### src/rtl/alu_arbiter_pkg.sv
`default_nettype none
// ============================================================================
// Module      : alu_arbiter_pkg
// Description : Shared constants for the two-requester ALU arbiter: data
//               widths, ALU op-codes, FSM state encoding and flag positions.
// Revision    : 1.0 - initial release
// ============================================================================
package alu_arbiter_pkg;

    localparam int c_DATA_W = 8;
    localparam int c_OP_W   = 3;
    localparam int c_SAMT_W = 4;
    localparam int c_FLAG_W = 4;

    // ALU control codes
    localparam logic [c_OP_W-1:0] c_OP_ADD     = 3'b000;
    localparam logic [c_OP_W-1:0] c_OP_SUB     = 3'b001;
    localparam logic [c_OP_W-1:0] c_OP_AND     = 3'b010;
    localparam logic [c_OP_W-1:0] c_OP_OR      = 3'b011;
    localparam logic [c_OP_W-1:0] c_OP_ADD_SHL = 3'b100;
    localparam logic [c_OP_W-1:0] c_OP_SUB_SHL = 3'b101;
    localparam logic [c_OP_W-1:0] c_OP_ADD_SHR = 3'b110;
    localparam logic [c_OP_W-1:0] c_OP_SUB_SHR = 3'b111;

    // Flag vector is {overflow, negative, zero, carry}
    localparam int c_FLAG_C = 0;
    localparam int c_FLAG_Z = 1;
    localparam int c_FLAG_N = 2;
    localparam int c_FLAG_V = 3;

    // Controller states
    typedef enum logic [1:0] {
        ST_IDLE = 2'd0,
        ST_EXEC = 2'd1,
        ST_RESP = 2'd2
    } state_t;

endpackage : alu_arbiter_pkg
`default_nettype wire

### src/rtl/alu_arbiter_alu.sv
`default_nettype none
// ============================================================================
// Module      : alu_arbiter_alu
// Description : Combinational 8-bit ALU. Add/subtract share one adder
//               (subtract is A + ~B + 1), optional logical shift of the sum,
//               plus AND/OR. Produces {overflow, negative, zero, carry}.
// Revision    : 1.0 - initial release
// ============================================================================
module alu_arbiter_alu
    import alu_arbiter_pkg::*;
(
    input  logic [c_DATA_W-1:0] a,
    input  logic [c_DATA_W-1:0] b,
    input  logic [c_OP_W-1:0]   op,
    input  logic [c_SAMT_W-1:0] samt,
    output logic [c_DATA_W-1:0] result,
    output logic [c_FLAG_W-1:0] flags
);

    logic                w_sub;
    logic                w_is_logic;
    logic [c_DATA_W-1:0] w_b_eff;
    logic [c_DATA_W-1:0] w_sum;
    logic                w_cout;
    logic                w_ovf;

    // Shared adder; op[0] selects subtract for every arithmetic code
    always_comb begin
        w_sub      = op[0];
        w_is_logic = (op == c_OP_AND) || (op == c_OP_OR);
        w_b_eff    = w_sub ? ~b : b;
        {w_cout, w_sum} = {1'b0, a} + {1'b0, w_b_eff} + 9'(w_sub);
        w_ovf      = (a[7] ^ w_sum[7]) & ~(a[7] ^ b[7] ^ w_sub);
    end

    // Result select and flag generation; carry/overflow are meaningless for logic ops
    always_comb begin
        result = w_sum;
        case (op)
            c_OP_ADD, c_OP_SUB:         result = w_sum;
            c_OP_AND:                   result = a & b;
            c_OP_OR:                    result = a | b;
            c_OP_ADD_SHL, c_OP_SUB_SHL: result = w_sum << samt;
            c_OP_ADD_SHR, c_OP_SUB_SHR: result = w_sum >> samt;
            default:                    result = w_sum;
        endcase
        flags           = '0;
        flags[c_FLAG_C] = w_is_logic ? 1'b0 : w_cout;
        flags[c_FLAG_V] = w_is_logic ? 1'b0 : w_ovf;
        flags[c_FLAG_Z] = (result == '0);
        flags[c_FLAG_N] = result[7];
    end

endmodule : alu_arbiter_alu
`default_nettype wire

### src/rtl/alu_arbiter.sv
`default_nettype none
// ============================================================================
// Module      : alu_arbiter
// Description : Arbitrates two valid/ready requesters onto one shared ALU.
//               IDLE -> EXEC (one cycle) -> RESP (held until rsp_ready).
//               Round-robin or fixed-priority grant, completion counter.
// Revision    : 1.0 - initial release
// ============================================================================
module alu_arbiter
    import alu_arbiter_pkg::*;
#(
    parameter int RR_EN = 1,
    parameter int CNT_W = 16
) (
    input  logic                clk,
    input  logic                rst,
    input  logic                req0_valid,
    output logic                req0_ready,
    input  logic [c_DATA_W-1:0] req0_a,
    input  logic [c_DATA_W-1:0] req0_b,
    input  logic [c_OP_W-1:0]   req0_op,
    input  logic [c_SAMT_W-1:0] req0_samt,
    input  logic                req1_valid,
    output logic                req1_ready,
    input  logic [c_DATA_W-1:0] req1_a,
    input  logic [c_DATA_W-1:0] req1_b,
    input  logic [c_OP_W-1:0]   req1_op,
    input  logic [c_SAMT_W-1:0] req1_samt,
    output logic                rsp_valid,
    input  logic                rsp_ready,
    output logic                rsp_id,
    output logic [c_DATA_W-1:0] rsp_result,
    output logic [c_FLAG_W-1:0] rsp_flags,
    output logic                busy,
    output logic [CNT_W-1:0]    done_cnt
);

    state_t              r_state;
    state_t              w_next_state;
    logic                r_last;
    logic [c_DATA_W-1:0] r_a;
    logic [c_DATA_W-1:0] r_b;
    logic [c_OP_W-1:0]   r_op;
    logic [c_SAMT_W-1:0] r_samt;
    logic                r_id;
    logic [c_DATA_W-1:0] r_rsp_result;
    logic [c_FLAG_W-1:0] r_rsp_flags;
    logic                r_rsp_id;
    logic [CNT_W-1:0]    r_done_cnt;

    logic                w_grant0;
    logic                w_grant1;
    logic                w_accept;
    logic                w_rsp_hs;
    logic [c_DATA_W-1:0] w_alu_result;
    logic [c_FLAG_W-1:0] w_alu_flags;

    // Grant: lone requester wins; on a tie, requester 0 wins unless it was served last in round-robin mode
    always_comb begin
        w_grant0 = req0_valid & (~req1_valid | (RR_EN == 0) | r_last);
        w_grant1 = req1_valid & ~w_grant0;
    end

    // Next-state and handshake decode; ready is only offered in IDLE and never under reset
    always_comb begin
        w_next_state = r_state;
        req0_ready   = 1'b0;
        req1_ready   = 1'b0;
        w_accept     = 1'b0;
        w_rsp_hs     = 1'b0;
        case (r_state)
            ST_IDLE: begin
                req0_ready = ~rst & w_grant0;
                req1_ready = ~rst & w_grant1;
                w_accept   = ~rst & (w_grant0 | w_grant1);
                if (w_accept) begin
                    w_next_state = ST_EXEC;
                end
            end
            ST_EXEC: begin
                w_next_state = ST_RESP;
            end
            ST_RESP: begin
                w_rsp_hs = rsp_ready;
                if (rsp_ready) begin
                    w_next_state = ST_IDLE;
                end
            end
            default: begin
                w_next_state = ST_IDLE;
            end
        endcase
    end

    // State register
    always_ff @(posedge clk) begin
        if (rst) begin
            r_state <= ST_IDLE;
        end else begin
            r_state <= w_next_state;
        end
    end

    // Operand capture on accept; the last-grant pointer moves only here
    always_ff @(posedge clk) begin
        if (rst) begin
            r_a    <= '0;
            r_b    <= '0;
            r_op   <= '0;
            r_samt <= '0;
            r_id   <= 1'b0;
            r_last <= 1'b1;
        end else if (w_accept) begin
            r_a    <= w_grant1 ? req1_a    : req0_a;
            r_b    <= w_grant1 ? req1_b    : req0_b;
            r_op   <= w_grant1 ? req1_op   : req0_op;
            r_samt <= w_grant1 ? req1_samt : req0_samt;
            r_id   <= w_grant1;
            r_last <= w_grant1;
        end
    end

    alu_arbiter_alu u_alu (
        .a      (r_a),
        .b      (r_b),
        .op     (r_op),
        .samt   (r_samt),
        .result (w_alu_result),
        .flags  (w_alu_flags)
    );

    // Response capture at the end of EXEC; held unchanged through RESP
    always_ff @(posedge clk) begin
        if (rst) begin
            r_rsp_result <= '0;
            r_rsp_flags  <= '0;
            r_rsp_id     <= 1'b0;
        end else if (r_state == ST_EXEC) begin
            r_rsp_result <= w_alu_result;
            r_rsp_flags  <= w_alu_flags;
            r_rsp_id     <= r_id;
        end
    end

    // Completed-handshake counter, wraps naturally
    always_ff @(posedge clk) begin
        if (rst) begin
            r_done_cnt <= '0;
        end else if (w_rsp_hs) begin
            r_done_cnt <= r_done_cnt + CNT_W'(1);
        end
    end

    assign rsp_valid  = (r_state == ST_RESP);
    assign busy       = (r_state != ST_IDLE);
    assign rsp_id     = r_rsp_id;
    assign rsp_result = r_rsp_result;
    assign rsp_flags  = r_rsp_flags;
    assign done_cnt   = r_done_cnt;

endmodule : alu_arbiter
`default_nettype wire

### config.mk
export PLATFORM = sky130hd
export DESIGN_NAME = alu_arbiter
export DESIGN_NICKNAME = d
export VERILOG_FILES = /design/src/rtl/alu_arbiter_pkg.sv /design/src/rtl/alu_arbiter_alu.sv /design/src/rtl/alu_arbiter.sv
export SDC_FILE = /design/constraint.sdc
export NUM_CORES = 1
export LEC_CHECK = 0
export CAP_MARGIN = 20
export CORE_MARGIN = 3
export CORE_UTILIZATION = 50
export CTS_CLUSTER_DIAMETER = 150
export CTS_CLUSTER_SIZE = 20
export DETAILED_ROUTE_END_ITERATION = 8
export MAX_ROUTING_LAYER = met4
export PLACE_DENSITY = 0.85
export SYNTH_ARGS = -nofsm -noshare
export SYNTH_HDL_FRONTEND = slang
export SYNTH_SLANG_ARGS = --single-unit
### constraint.sdc
create_clock -name clk -period 4.8 [get_ports clk]
set_clock_uncertainty 0.2 [all_clocks]
set_input_delay 0.72 -clock clk [delete_from_list [all_inputs] [get_ports clk]]
set_output_delay 0.72 -clock clk [all_outputs]
set_load 0.005 [all_outputs]
==> impl_metrics.toml <==
[clocking]
hold_buffers = 0
cts_buffer_count = 5
cts-resized-gates = 0
cts_setup_buffers = 0
cts_tree = "built"
cts_max_level = 2
clk-insertion-delay-late_ns = 0.31
root_buffer = "clkbuf_8"
clock_path_buffers = 2
cts_num_sinks = 55
clkTransAtPathRegs_ns = 0.11

[drt]
drt_wl_cell_um = 17.5
detailedRoute.firstPassIterationCount = 5
routed_wl_mm = 11.0
drtIter0Drc = 245
post-route-drc-count = 0
route.vias.total = 3734
avgViaCountPerCell = 5.93
drt.antenna.violating_nets = 0

[sta]
timing.final.hold_violations = 0
final_critical_path_setup_slack_ns = 0.619
fin_crit_ns = 4.18
worst-slew-pin-transition_ns = 0.849
clock.fmax_ghz = 0.239
setup_total_neg_slack_ns = 0
rsz0062_at_grt = "no"
layout_worst_path_cycle_share_pct = 87.1
pins_over_slew_limit = 0
slew-limit-headroom_pct = 43.3
report.final.setup_viol = 0

[global_routing]
grt_first_pass_wirelength_mm = 18.1
antenna_violations_before_repair = 0
grt_start_max_net_pins = 41
globalRoute.totalOverflow = 0
track_usage_pct = 26.7
first_global_vias = 3618

[floorplanning]
core_region_area_sq_um = 7290
core.rowCount = 31
die-height_um = 92.8
initial_core_util_pct = 51.7
die-area_sq_um = 8620
ioPinCount = 84
die_w_um = 92.8

[power_and_ir_drop]
fin_total_pwr_uw = 1470
internal_power_uw = 883
clockPowerShare_pct = 18.1
sequentialPowerShare_pct = 37.0
comb_power_share_pct = 44.9
ir_worst_vdd_uv = 170
power_switching_share_pct = 39.8
power_switching_uw = 583
static_leak_uw = 0.00176
pwr_density_cell_nw_per_um2 = 310

[setup_path]
criticalPathCategory = "reg -> reg"
worst_path_max_delay_cell = "dfxtp_1"
start_kind = "flop"
max_stage_delay_ns = 0.84
required_ns = 4.85
timing.critical_path.fanout_max = 19
cp_cell_sequence = "mux2i_1, fa_1, xor2_1, mux2_2, o32a_1, nand4_1, a311oi_1, a311oi_1, a21oi_1, or4b_1, o31ai_2"
cp-end-kind = "flop"
kind_of_cell_adding_the_most_delay_to_the_critical_path = "compound AO/OA/AOI/OAI gates"
critical-path-top-cell-by-count = "a311oi_1"
critPathBufInv = 0
cp.arrival_ns = 4.23

[placed_design]
detail_placement_hpwl_mm = 8.55
finalWeightedCongestion = 0.928
numPortBuffers = 83
place_ws_ns = 0.773

[layout]
finish.net_count = 592
post_route_cells_drive_above_1_share_pct = 9.98
area_delta_synth_final_pct = 25.4
layout.cells.most_common = "clkdlybuf4s50_1"
layout_common_cells = "clkdlybuf4s50_1 (83), nor2_1 (56), dfxtp_1 (55), nand2_1 (35), a21oi_1 (34)"
diodes = 0

[hold_path]
holdCritPathClass = "reg -> reg"

[synth]
synthesis.instances = 468
seq_area_frac_synth_pct = 29.2
edff_count_synth = 0
syn_std_cell_area_sq_um = 3770
synth_cell_type_count = 68
yosys_warn_count = 0
synth_seq_cells = 55
synthesis.nets = 530
postSynth.asyncResetShare_pct = 0
synthesized_area_divided_by_synthesized_cell_count_sq_um = 8.06
top_ff_cell_synth = "dfxtp_1"

[run_status]
run_status = "finished clean"

[flow_run]
maxCapViolations = 0
-- power groups by stage --
stage,clock network [uW],registers (uW),logic (uW)
final,266,542,658
after global routing,287,547,720
after CTS,271,541,647
after detailed placement,0,551,643
after global placement,0,550,639
after floorplan,0,526,468
-- final timing paths --
| check | startpoint | endpoint | slack (ns) | depth (start not counted) |
|---|---|---|---|---|
| setup / recovery | r_op[0] | rsp_flags[1] | 0.62 | 11 |
| hold / removal | rsp_result[0] | rsp_result[0] | 0.26 | 2 |
| setup reg to reg | r_op[0] | rsp_flags[1] | 0.62 | 11 |
| hold reg to reg | rsp_result[0] | rsp_result[0] | 0.26 | 2 |
-- cells in the mapped netlist, types with 2 or more instances --
cell	number	share of area [%]
a2111oi_0	2	0.46
a211o_1	2	0.46
a211oi_1	2	0.40
a21o_1	3	0.60
a21oi_1	34	4.5
a311oi_1	6	1.4
a31o_2	24	5.6
a31oi_1	3	0.50
and2_1	3	0.50
and3_1	7	1.2
buf_1	2	0.20
buf_4	2	0.40
buf_6	2	0.60
clkbuf_1	27	2.7
clkinv_1	2	0.20
dfxtp_1	55	29
ha_1	10	3.3
inv_1	16	1.6
maj3_1	5	1.3
mux2i_1	28	7.4
nand2_1	35	3.5
nand2b_1	7	1.2
nand3_1	15	2.0
nand4_1	7	1.2
nor2_1	56	5.6
nor2b_1	3	0.50
nor3_1	6	0.80
nor3b_1	2	0.40
o211ai_1	4	0.80
o21a_1	3	0.60
o21ai_0	19	2.5
o21ai_1	2	0.27
o221ai_1	2	0.46
o22ai_1	5	0.83
o31a_1	3	0.70
o32ai_1	2	0.46
or2_2	3	0.50
or3_1	7	1.2
xnor2_1	8	1.9
xor2_1	16	3.7
-- layer usage --
layer | vias to the layer above | share of wire [%] | GRT usage [%]
met5 | - | 0 | -
li1 | 1820 | - | -
met3 | 16 | 3.7 | 1.95
met1 | 1762 | 45 | 34.9
met2 | 136 | 50 | 44.5
met4 | 0 | 1.8 | 7.81
-- worst register-to-register path, stage by stage (launching register included) --
cell and delay (ns):
dfxtp_1 0.84, mux2i_1 0.35, fa_1 0.49, xor2_1 0.50
mux2_2 0.28, o32a_1 0.16, nand4_1 0.09, a311oi_1 0.29
a311oi_1 0.13, a21oi_1 0.17, or4b_1 0.46, o31ai_2 0.17
-- layout make-up --
type | instances | area (sq um)
Fill cell | 641 | 2570
Timing Repair Buffer | 89 | 876
Clock buffer | 5 | 68.8
Sequential cell | 55 | 1100
Tap cell | 99 | 124
Multi-Input combinational cell | 361 | 2460
Inverter | 18 | 67.6
Clock inverter | 3 | 23.8
-- registers in the layout, summed over array words and instances, names as in the netlist --
name,cells
done_cnt,16
r_a,8
r_b,8
r_id,1
r_last,1
r_op,3
r_samt,4
r_state,2
rsp_flags,4
rsp_id,1
rsp_result,7
-- stage by stage --
stage	utilization [%]	instances	hold WS [ns]	instance area, sq um
detailed placement	63.5	622	0.248	4630
finish	64.8	630	0.260	4730
global route	64.8	630	0.277	4730
floorplan	-	468	0.232	3770
CTS	64.8	630	0.264	4730
global placement	63.5	622	0.245	4630
-- logic make-up (layout without fill, tap and decap cells) --
kind of cell / after synthesis / after routing / share of synthesized area, %
AO/OA/AOI/OAI: 132 / 132 / 25.1
XOR/XNOR: 26 / 26 / 6.74
adder cells (fa/ha/maj): 16 / 16 / 5.18
buffers and inverters: 52 / 115 / 5.81
flip-flops: 55 / 55 / 29.2
multiplexers: 30 / 30 / 8.33
AND/OR/NAND/NOR: 157 / 157 / 19.6
Note: power is estimated with default switching activity, not from simulation.
